===== src/rtl/reglist_sequencer_if.sv =====
// Bundle of decode, register-file and memory signals owned by the load/store-multiple sequencer.
// The master modport is the sequencer side; slave is the surrounding decode/regfile/memory side.
interface reglist_sequencer_if #(
    parameter int unsigned ADDR_W = 32
) ();
    // Operation request from decode
    logic              start;
    logic              load;
    logic              up;
    logic              pre;
    logic              writeback;
    logic [3:0]        rn;
    logic [15:0]       reglist;
    logic [ADDR_W-1:0] base;

    // Register file ports
    logic [ADDR_W-1:0] rf_rd1;
    logic [3:0]        rf_a1;
    logic [3:0]        rf_a3;
    logic [ADDR_W-1:0] rf_wd3;
    logic              rf_we3;
    logic              pc_we;
    logic [ADDR_W-1:0] pc_wd;

    // Memory port
    logic              mem_req;
    logic              mem_we;
    logic [ADDR_W-1:0] mem_addr;
    logic [ADDR_W-1:0] mem_wdata;
    logic [ADDR_W-1:0] mem_rdata;
    logic              mem_ready;

    // Status
    logic              busy;
    logic              done;

    modport master (
        input  start, load, up, pre, writeback, rn, reglist, base,
        input  rf_rd1, mem_rdata, mem_ready,
        output busy, done, rf_a1, rf_a3, rf_wd3, rf_we3, pc_we, pc_wd,
        output mem_req, mem_we, mem_addr, mem_wdata
    );

    modport slave (
        output start, load, up, pre, writeback, rn, reglist, base,
        output rf_rd1, mem_rdata, mem_ready,
        input  busy, done, rf_a1, rf_a3, rf_wd3, rf_we3, pc_we, pc_wd,
        input  mem_req, mem_we, mem_addr, mem_wdata
    );
endinterface


===== src/rtl/reglist_sequencer.sv =====
// Load/store-multiple sequencer: one word transfer per set reglist bit, ascending register order.
// Base writeback (WB state) is compiled in only when REGLIST_SEQ_WRITEBACK_EN is defined.
module reglist_sequencer #(
    parameter int unsigned ADDR_W = 32
) (
    input  logic                clk_i,
    input  logic                rst_i,
    reglist_sequencer_if.master seq_io
);

    typedef enum logic [2:0] {StIdle, StCalc, StXfer, StFlush, StWb, StDone} state_e;

    state_e state_q, state_d;

    logic              load_q, load_d;
    logic              up_q, up_d;
    logic              pre_q, pre_d;
    logic [3:0]        rn_q, rn_d;
    logic [15:0]       list_q, list_d;
    logic [15:0]       mask_q, mask_d;
    logic [ADDR_W-1:0] base_q, base_d;
    logic [ADDR_W-1:0] addr_q, addr_d;
    logic [ADDR_W-1:0] final_q, final_d;
    logic              pend_q, pend_d;
    logic [3:0]        pend_idx_q, pend_idx_d;
    logic [ADDR_W-1:0] pend_data_q, pend_data_d;

    logic [4:0]        n_regs;
    logic [ADDR_W-1:0] span;
    logic [ADDR_W-1:0] first_addr;
    logic [3:0]        cur_reg;
    logic [15:0]       mask_rest;
    logic              hs;
    logic              wb_go;

    function automatic logic [4:0] popcount16(logic [15:0] v);
        logic [4:0] c;
        c = '0;
        for (int i = 0; i < 16; i++) begin
            c = c + 5'(v[i]);
        end
        return c;
    endfunction

    function automatic logic [3:0] lowest_set(logic [15:0] v);
        logic [3:0] idx;
        idx = '0;
        for (int i = 15; i >= 0; i--) begin
            if (v[i]) begin
                idx = 4'(i);
            end
        end
        return idx;
    endfunction

    assign n_regs    = popcount16(list_q);
    assign span      = ADDR_W'(n_regs) << 2;
    assign cur_reg   = lowest_set(mask_q);
    assign mask_rest = mask_q & (mask_q - 16'd1);
    assign hs        = (state_q == StXfer) && seq_io.mem_ready;

    // IA: base, IB: base+4, DA: base-4N+4, DB: base-4N
    always_comb begin
        unique case ({up_q, pre_q})
            2'b10:   first_addr = base_q;
            2'b11:   first_addr = base_q + ADDR_W'(4);
            2'b00:   first_addr = base_q - span + ADDR_W'(4);
            default: first_addr = base_q - span;
        endcase
    end

`ifdef REGLIST_SEQ_WRITEBACK_EN
    logic wb_q, wb_d;

    assign wb_d  = (state_q == StIdle && seq_io.start) ? seq_io.writeback : wb_q;
    // A loaded base register keeps the loaded value rather than the updated base.
    assign wb_go = wb_q && !(load_q && list_q[rn_q]);

    always_ff @(posedge clk_i) begin
        if (rst_i) begin
            wb_q <= 1'b0;
        end else begin
            wb_q <= wb_d;
        end
    end
`else
    logic unused_writeback;

    assign unused_writeback = seq_io.writeback;
    assign wb_go            = 1'b0;
`endif

    always_ff @(posedge clk_i) begin
        if (rst_i) begin
            state_q <= StIdle;
        end else begin
            state_q <= state_d;
        end
    end

    always_comb begin
        state_d = state_q;
        unique case (state_q)
            StIdle:  if (seq_io.start) state_d = StCalc;
            StCalc:  state_d = (n_regs == 5'd0) ? StDone : StXfer;
            StXfer:  if (hs && (mask_rest == 16'd0)) state_d = StFlush;
            StFlush: state_d = wb_go ? StWb : StDone;
            StWb:    state_d = StDone;
            StDone:  state_d = StIdle;
            default: state_d = StIdle;
        endcase
    end

    always_comb begin
        seq_io.busy      = (state_q != StIdle);
        seq_io.done      = (state_q == StDone);
        seq_io.mem_req   = 1'b0;
        seq_io.mem_we    = 1'b0;
        seq_io.mem_addr  = '0;
        seq_io.mem_wdata = '0;
        seq_io.rf_a1     = '0;
        seq_io.rf_a3     = '0;
        seq_io.rf_wd3    = '0;
        seq_io.rf_we3    = 1'b0;
        seq_io.pc_we     = 1'b0;
        seq_io.pc_wd     = '0;

        if (state_q == StXfer) begin
            seq_io.mem_req  = 1'b1;
            seq_io.mem_we   = !load_q;
            seq_io.mem_addr = {addr_q[ADDR_W-1:2], 2'b00};
            if (!load_q) begin
                seq_io.rf_a1     = cur_reg;
                seq_io.mem_wdata = seq_io.rf_rd1;
            end
        end

        // Pending load write and WB never coincide: WB follows the FLUSH that drains it.
        if (pend_q) begin
            if (pend_idx_q == 4'd15) begin
                seq_io.pc_we = 1'b1;
                seq_io.pc_wd = pend_data_q;
            end else begin
                seq_io.rf_we3 = 1'b1;
                seq_io.rf_a3  = pend_idx_q;
                seq_io.rf_wd3 = pend_data_q;
            end
        end else if (state_q == StWb) begin
            if (rn_q == 4'd15) begin
                seq_io.pc_we = 1'b1;
                seq_io.pc_wd = final_q;
            end else begin
                seq_io.rf_we3 = 1'b1;
                seq_io.rf_a3  = rn_q;
                seq_io.rf_wd3 = final_q;
            end
        end
    end

    always_comb begin
        load_d      = load_q;
        up_d        = up_q;
        pre_d       = pre_q;
        rn_d        = rn_q;
        list_d      = list_q;
        mask_d      = mask_q;
        base_d      = base_q;
        addr_d      = addr_q;
        final_d     = final_q;
        pend_d      = 1'b0;
        pend_idx_d  = pend_idx_q;
        pend_data_d = pend_data_q;

        unique case (state_q)
            StIdle: begin
                if (seq_io.start) begin
                    load_d = seq_io.load;
                    up_d   = seq_io.up;
                    pre_d  = seq_io.pre;
                    rn_d   = seq_io.rn;
                    list_d = seq_io.reglist;
                    mask_d = seq_io.reglist;
                    base_d = seq_io.base;
                end
            end
            StCalc: begin
                addr_d  = first_addr;
                final_d = up_q ? (base_q + span) : (base_q - span);
            end
            StXfer: begin
                if (hs) begin
                    mask_d = mask_rest;
                    addr_d = addr_q + ADDR_W'(4);
                    if (load_q) begin
                        pend_d      = 1'b1;
                        pend_idx_d  = cur_reg;
                        pend_data_d = seq_io.mem_rdata;
                    end
                end
            end
            default: ;
        endcase
    end

    always_ff @(posedge clk_i) begin
        if (rst_i) begin
            load_q      <= 1'b0;
            up_q        <= 1'b0;
            pre_q       <= 1'b0;
            rn_q        <= '0;
            list_q      <= '0;
            mask_q      <= '0;
            base_q      <= '0;
            addr_q      <= '0;
            final_q     <= '0;
            pend_q      <= 1'b0;
            pend_idx_q  <= '0;
            pend_data_q <= '0;
        end else begin
            load_q      <= load_d;
            up_q        <= up_d;
            pre_q       <= pre_d;
            rn_q        <= rn_d;
            list_q      <= list_d;
            mask_q      <= mask_d;
            base_q      <= base_d;
            addr_q      <= addr_d;
            final_q     <= final_d;
            pend_q      <= pend_d;
            pend_idx_q  <= pend_idx_d;
            pend_data_q <= pend_data_d;
        end
    end

endmodule


===== src/flat_wrapper.sv =====
// flat-port wrapper written by rule: the top's interface ports become plain ports
module reglist_sequencer_flat 
#(
    parameter int unsigned ADDR_W = 32
)
  (clk_i, rst_i, seq_io_start, seq_io_load, seq_io_up, seq_io_pre, seq_io_writeback, seq_io_rn, seq_io_reglist, seq_io_base, seq_io_rf_rd1, seq_io_mem_rdata, seq_io_mem_ready, seq_io_busy, seq_io_done, seq_io_rf_a1, seq_io_rf_a3, seq_io_rf_wd3, seq_io_rf_we3, seq_io_pc_we, seq_io_pc_wd, seq_io_mem_req, seq_io_mem_we, seq_io_mem_addr, seq_io_mem_wdata);
  reglist_sequencer_if #(.ADDR_W(ADDR_W)) seq_io_i ();
  input  logic clk_i;
  input  logic rst_i;
  input wire logic [$bits(seq_io_i.start)-1:0] seq_io_start;
  input wire logic [$bits(seq_io_i.load)-1:0] seq_io_load;
  input wire logic [$bits(seq_io_i.up)-1:0] seq_io_up;
  input wire logic [$bits(seq_io_i.pre)-1:0] seq_io_pre;
  input wire logic [$bits(seq_io_i.writeback)-1:0] seq_io_writeback;
  input wire logic [$bits(seq_io_i.rn)-1:0] seq_io_rn;
  input wire logic [$bits(seq_io_i.reglist)-1:0] seq_io_reglist;
  input wire logic [$bits(seq_io_i.base)-1:0] seq_io_base;
  input wire logic [$bits(seq_io_i.rf_rd1)-1:0] seq_io_rf_rd1;
  input wire logic [$bits(seq_io_i.mem_rdata)-1:0] seq_io_mem_rdata;
  input wire logic [$bits(seq_io_i.mem_ready)-1:0] seq_io_mem_ready;
  output wire logic [$bits(seq_io_i.busy)-1:0] seq_io_busy;
  output wire logic [$bits(seq_io_i.done)-1:0] seq_io_done;
  output wire logic [$bits(seq_io_i.rf_a1)-1:0] seq_io_rf_a1;
  output wire logic [$bits(seq_io_i.rf_a3)-1:0] seq_io_rf_a3;
  output wire logic [$bits(seq_io_i.rf_wd3)-1:0] seq_io_rf_wd3;
  output wire logic [$bits(seq_io_i.rf_we3)-1:0] seq_io_rf_we3;
  output wire logic [$bits(seq_io_i.pc_we)-1:0] seq_io_pc_we;
  output wire logic [$bits(seq_io_i.pc_wd)-1:0] seq_io_pc_wd;
  output wire logic [$bits(seq_io_i.mem_req)-1:0] seq_io_mem_req;
  output wire logic [$bits(seq_io_i.mem_we)-1:0] seq_io_mem_we;
  output wire logic [$bits(seq_io_i.mem_addr)-1:0] seq_io_mem_addr;
  output wire logic [$bits(seq_io_i.mem_wdata)-1:0] seq_io_mem_wdata;
  assign seq_io_i.start = seq_io_start;
  assign seq_io_i.load = seq_io_load;
  assign seq_io_i.up = seq_io_up;
  assign seq_io_i.pre = seq_io_pre;
  assign seq_io_i.writeback = seq_io_writeback;
  assign seq_io_i.rn = seq_io_rn;
  assign seq_io_i.reglist = seq_io_reglist;
  assign seq_io_i.base = seq_io_base;
  assign seq_io_i.rf_rd1 = seq_io_rf_rd1;
  assign seq_io_i.mem_rdata = seq_io_mem_rdata;
  assign seq_io_i.mem_ready = seq_io_mem_ready;
  assign seq_io_busy = seq_io_i.busy;
  assign seq_io_done = seq_io_i.done;
  assign seq_io_rf_a1 = seq_io_i.rf_a1;
  assign seq_io_rf_a3 = seq_io_i.rf_a3;
  assign seq_io_rf_wd3 = seq_io_i.rf_wd3;
  assign seq_io_rf_we3 = seq_io_i.rf_we3;
  assign seq_io_pc_we = seq_io_i.pc_we;
  assign seq_io_pc_wd = seq_io_i.pc_wd;
  assign seq_io_mem_req = seq_io_i.mem_req;
  assign seq_io_mem_we = seq_io_i.mem_we;
  assign seq_io_mem_addr = seq_io_i.mem_addr;
  assign seq_io_mem_wdata = seq_io_i.mem_wdata;
  reglist_sequencer #(.ADDR_W(ADDR_W)) u_core (.clk_i(clk_i), .rst_i(rst_i), .seq_io(seq_io_i));
endmodule

===== config.mk =====
export PLATFORM = sky130hd
export DESIGN_NAME = reglist_sequencer_flat
export DESIGN_NICKNAME = d
export VERILOG_FILES = /design/src/rtl/reglist_sequencer_if.sv /design/src/rtl/reglist_sequencer.sv /design/src/flat_wrapper.sv
export SDC_FILE = /design/constraint.sdc
export NUM_CORES = 1
export LEC_CHECK = 0
export ABC_AREA = 1
export BUFFER_PORTS_ARGS = -buffer_cell sky130_fd_sc_hd__buf_2
export CAP_MARGIN = 30
export CORE_ASPECT_RATIO = 0.6
export CORE_MARGIN = 2
export CORE_UTILIZATION = 57
export CTS_CLUSTER_SIZE = 12
export DETAILED_ROUTE_END_ITERATION = 7
export PLACE_DENSITY_LB_ADDON = 0.25
export SKIP_LAST_GASP = 1
export SLEW_MARGIN = 40
export SYNTH_ARGS = -nofsm -noshare
export SYNTH_HDL_FRONTEND = slang
export SYNTH_SLANG_ARGS = --single-unit
export TNS_END_PERCENT = 10

===== constraint.sdc =====
create_clock -name clk_i -period 7.7 [get_ports clk_i]
set_clock_uncertainty 0.1 [all_clocks]
set_input_delay 1.155 -clock clk_i [delete_from_list [all_inputs] [get_ports clk_i]]
set_output_delay 1.155 -clock clk_i [all_outputs]
set_load 0.05 [all_outputs]

After elaboration in Yosys (flattened, before gate mapping)
Index checks and enable logic that the tools add are counted.
{"block": "op_classes", "bitwise": 3, "n_reduce_logical": 17, "muxes": 55, "eq_ne": 12, "n_addsub": 21}
{"op": "$mux W32", "n": 13}
{"op": "$add A32 B3 Y32 const B", "n": 3}
{"op": "$pmux W32 S3", "n": 1}
{"op": "$mux W4", "n": 22}
{"op": "$add A5 B1 Y5", "n": 14}
{"op": "$pmux W32 S2", "n": 1}
{"op": "$add A32 B7 Y32", "n": 1}
{"op": "$mux W16", "n": 2}
{"op": "$pmux W16 S2", "n": 1}
{"op": "$sub A32 B7 Y32", "n": 1}
{"op": "$and A16 B16 Y16", "n": 1}
{"op": "$logic_not A16 Y1", "n": 1}
{"op": "$sub A16 B1 Y16 const B", "n": 1}
{"op": "$pmux W3 S4", "n": 1}
{"op": "$mux W1", "n": 11}
{"op": "$mux W3", "n": 3}
{"op": "$eq A4 B4 Y1 const B", "n": 2}
{"op": "$eq A3 B2 Y1 const B", "n": 2}
{"op": "$eq A3 B3 Y1 const B", "n": 2}
{"op": "$reduce_and A2 Y1", "n": 3}
{"op": "$reduce_and A3 Y1", "n": 2}
{"op": "$logic_not A5 Y1", "n": 1}
{"op": "$eq A2 B2 Y1 const B", "n": 2}
{"op": "$ne A2 B2 Y1 const B", "n": 2}
{"op": "12 further kinds", "n": 15}
{"block": "totals", "out_inout_bits": 142, "register_bits": 175, "wordCells": 121}

Logic depth before layout (Yosys ltp)
{"block": "depth", "depth_word": 19, "depth_mapped": 37, "mapped_depth_nobuf": 36}

Least setup slack after synthesis
Ideal clock, no wire load.
{"block": "synth_timing", "kind": "flip-flop to flip-flop", "startpoint": "reg u_core.list_q[0]", "endpoint": "reg u_core.addr_q[30]", "path_stages_with_launch": 27, "arrival_time_ns": 5.664, "path_buffers": 0, "setup_ns": 0.122, "required_ns": 7.478, "setup_slack_ns": 1.815, "cell_sequence": "dfxtp_1 > ha_1 > inv_1 > fa_1 > inv_1 > fa_1 > fa_1 > inv_1 > fa_1 > fa_1 > fa_1 > inv_1 > fa_1 > o21ai_2 > ha_1 > a21boi_1 > nand3_1 > nor2_2 > nand3_1 > nor2_2 > nand3_1 > nor2_2 > nand3_1 > nand3_1 > nand2_1 > nand2_1 > a21oi_2"}
{"block": "synth_between", "elab_chain_len": 19}
{"element": "start: declaration", "line": "reglist_sequencer.sv:19", "source": "logic [15:0] list_q, list_d;"}
{"element": "start signal: assignment", "line": "reglist_sequencer.sv:224", "source": "list_q <= list_d;"}
{"element": "$add A1 B1 Y2 (*)", "line": "reglist_sequencer.sv:40", "source": "c = c + 5'(v[i]);"}
{"element": "$add A5 B1 Y5 (*) (14 in a row)", "line": "reglist_sequencer.sv:40"}
{"element": "$sub A32 B7 Y32 (*)", "line": "reglist_sequencer.sv:67, reglist_sequencer.sv:68"}
{"element": "$add A32 B3 Y32", "line": "reglist_sequencer.sv:67", "source": "2'b00: first_addr = base_q - span + ADDR_W'(4);"}
{"element": "$pmux W32 S3 (*)", "line": "reglist_sequencer.sv:64", "source": "unique case ({up_q, pre_q})"}
{"element": "$pmux W32 S2 (*)", "line": "reglist_sequencer.sv:174", "source": "unique case (state_q)"}
{"element": "end signal: assignment", "line": "reglist_sequencer.sv:227", "source": "addr_q <= addr_d;"}
{"element": "end: declaration", "line": "reglist_sequencer.sv:22", "source": "logic [ADDR_W-1:0] addr_q, addr_d;"}
Every way passes the cells marked *; elsewhere a longest branch is shown, timed or not.
A chain may end at the register's enable or synchronous reset.

Worst setup path after layout
Same ends and word-level chain as after synthesis.

==> flow_summary.yaml <==
yosys:
  synthTopCellsByCount: "473 x nand2_1, 268 x inv_1, 230 x nor2_1"
  synth_enable_flop_cells: 0
  yosysMostFrequentCell: "nand2_1"
  yosys_most_used_dff: "dfxtp_1"
  yosys_warnings: 0
  post_synth_num_cell_types: 52
  syn_area_per_cell_um2: 6.06
  yosysTopAreaCell: "dfxtp_1"
  ys_seq_area_frac: 0.263
  syn_area_um2: 13200
  syn_inst: 2177
  async_flop_share: 0
  synth_area_leaders: "dfxtp_1 26%, nand2_1 13%, a21oi_1 8.2%, inv_1 7.6%, o21ai_0 7.1%"
  synth_top_cell_area_share: 0.263
  ys_ff_latch: 173
clock_tree:
  clk_latency_ps: 450
  cts_root_buf: "clkbuf_16"
  cts_tree: "done"
  cts_buffer_depth: 2
  cts.clk_slew.worst_paths_ps: 70
  cts_hold_buf: 0
  cts_buffers: 17
  cts_resized: 0
  htreeDepth: 4
  cts_setup_buffers: 0
  cts.sinks: 173
timing:
  maxSlewHeadroom: 0.389
  finalMaxSlewViolations: 0
  rsz0062_at_grt: "no"
  hold_violations: 0
  final.min_clock_period_ps: 7060
  fin_crit_sh: 0.917
  worstMarginPinSlew_ps: 902
  setup_tns_ps: 0
  max_clock_freq_mhz: 142
  setup_viol: 0
power:
  total_power_w: 0.00781
  leakagePower_nw: 7.01
  ir_drop_uv: 366
  p_per_area_nw_per_um2: 518
final_layout:
  drive_gt1_frac: 0.181
  fill_cells: 2199
  nets: 2505
  antennaDiodeCount: 0
  area_delta_synth_final_pct: 14.4
  fin_util: 0.658
global_route:
  grt_pass1_vias: 13700
  grt_pass1_wl_um: 75900
  grtUsageTotal: 0.397
  grt_max_degree: 113
  gr-total-overflow: 0
  antenna_found_initial: 0
route:
  finalWirelength_um: 49800
  drc: 0
  viasPerCell: 5.96
  wl_per_cell_um: 18.6
  drtPass1Iterations: 6
  detail-route-antenna-nets: 0
  drtIter0Drc: 2338
  num_vias: 16000
placement:
  portBuffers: 262
  dp_hpwl_um: 36600
  gp_congestion: 1.00
floorplan:
  core_um2: 22900
  rows: 43
  pin_count: 266
  die_area_um2: 24400
  die_x_um: 200
  dieHeight_um: 122
  start_util: 0.575
critical_path:
  r2r_slack_ps: 640
  crit_slowest_cell: "fa_1"
  end_kind: "flop"
  slowest_delay_ps: 540
  criticalPathCategory: "flop to flop"
  start_kind: "flop"
  crit_top_cell: "nand2_1"
  critical_path_required_ps: 7940
  arrival_ps: 7300
  critPathMaxFanout: 12
run_status:
  status: "finished clean"
flow_run:
  drv_cap: 0
hold_path:
  hold_path_class: "flop to flop"
## cell families (layout without fill, tap and decap cells)
family | Yosys count | count (layout) | synth area share
simple gates | 978 | 978 | 0.331
compound gates | 571 | 571 | 0.239
buf+inv | 409 | 592 | 0.121
flops | 173 | 173 | 0.263
fa+ha+maj | 33 | 33 | 0.0381
xor+xnor | 12 | 12 | 0.00797
other cells | 1 | 2 | 0.000284
## critical path, delay by kind of cell, from the launching register on
kind	cells	cell delay (ps)
buf+inv	5	270
fa+ha+maj	8	3570
simple gates	18	2630
compound gates	1	50
flops	1	320
## final timing paths
path	startpoint	end	cells after the start
min	u_core.final_q[13]	u_core.final_q[13]	2
max	u_core.list_q[0]	u_core.addr_q[30]	32
max reg2reg	u_core.list_q[0]	u_core.addr_q[30]	32
min reg2reg	u_core.final_q[13]	u_core.final_q[13]	2
## per-stage QoR
| stage | instances | setup WS (ps) | hold slack [ps] | area [um^2] |
|---|---|---|---|---|
| 6_report | 2676 | 636 | 368 | 15100 |
| 5_1_grt | 2676 | 345 | 382 | 15100 |
| 4_1_cts | 2676 | 818 | 366 | 15100 |
| 3_5_place_dp | 2644 | 830 | 356 | 14500 |
| 3_3_place_gp | 2644 | 947 | 354 | 14500 |
| 2_1_floorplan | 2178 | 1810 | 345 | 13200 |
## report_power, final
part           internal [W]  switching [W]
logic               0.00161        0.00392
registers           0.00114       0.000265
clock network      0.000471       0.000417
total               0.00321        0.00460
## layout make-up
cell class / count / area [um^2] / area share
clock buffer: 19 / 453 / 0.0300
clock inverter: 13 / 129 / 0.00854
inverter: 283 / 1070 / 0.0707
multi-input combinational: 1596 / 8150 / 0.540
sequential: 173 / 3460 / 0.230
tap: 315 / 394 / 0.0261
timing repair buffer: 277 / 1430 / 0.0949
## cells in the final DEF, fill, tap and decap left out, types with 21 or more instances in the layout
master and n:
nand2_1 469, inv_1 266, buf_2 262, nor2_1 230
a21oi_1 216, o21ai_0 187, dfxtp_1 173, nand3_1 123
o22ai_1 68, o211ai_1 29, nor2_2 29, a31oi_1 28
nand4_1 26, nand2_2 23, nor3_1 23, ha_1 21
## flip-flops by register name, indices dropped and copies added (netlist names)
register            flops
u_core.load_q           1
u_core.mask_q          16
u_core.pre_q            1
u_core.pend_q           1
u_core.list_q          16
u_core.state_q          3
u_core.base_q          32
u_core.up_q             1
u_core.pend_data_q     32
u_core.pend_idx_q       4
u_core.rn_q             4
u_core.addr_q          30
u_core.final_q         32
## layer usage
| metal | global-route usage | up-vias | part of all wire |
|---|---|---|---|
| li1 | - | 7520 | - |
| met1 | 0.586 | 7370 | 0.44 |
| met2 | 0.564 | 990 | 0.41 |
| met3 | 0.102 | 77 | 0.14 |
| met4 | 0.112 | 0 | 0.020 |
| met5 | 0 | - | 0 |
(Power assumes the default switching activity.)
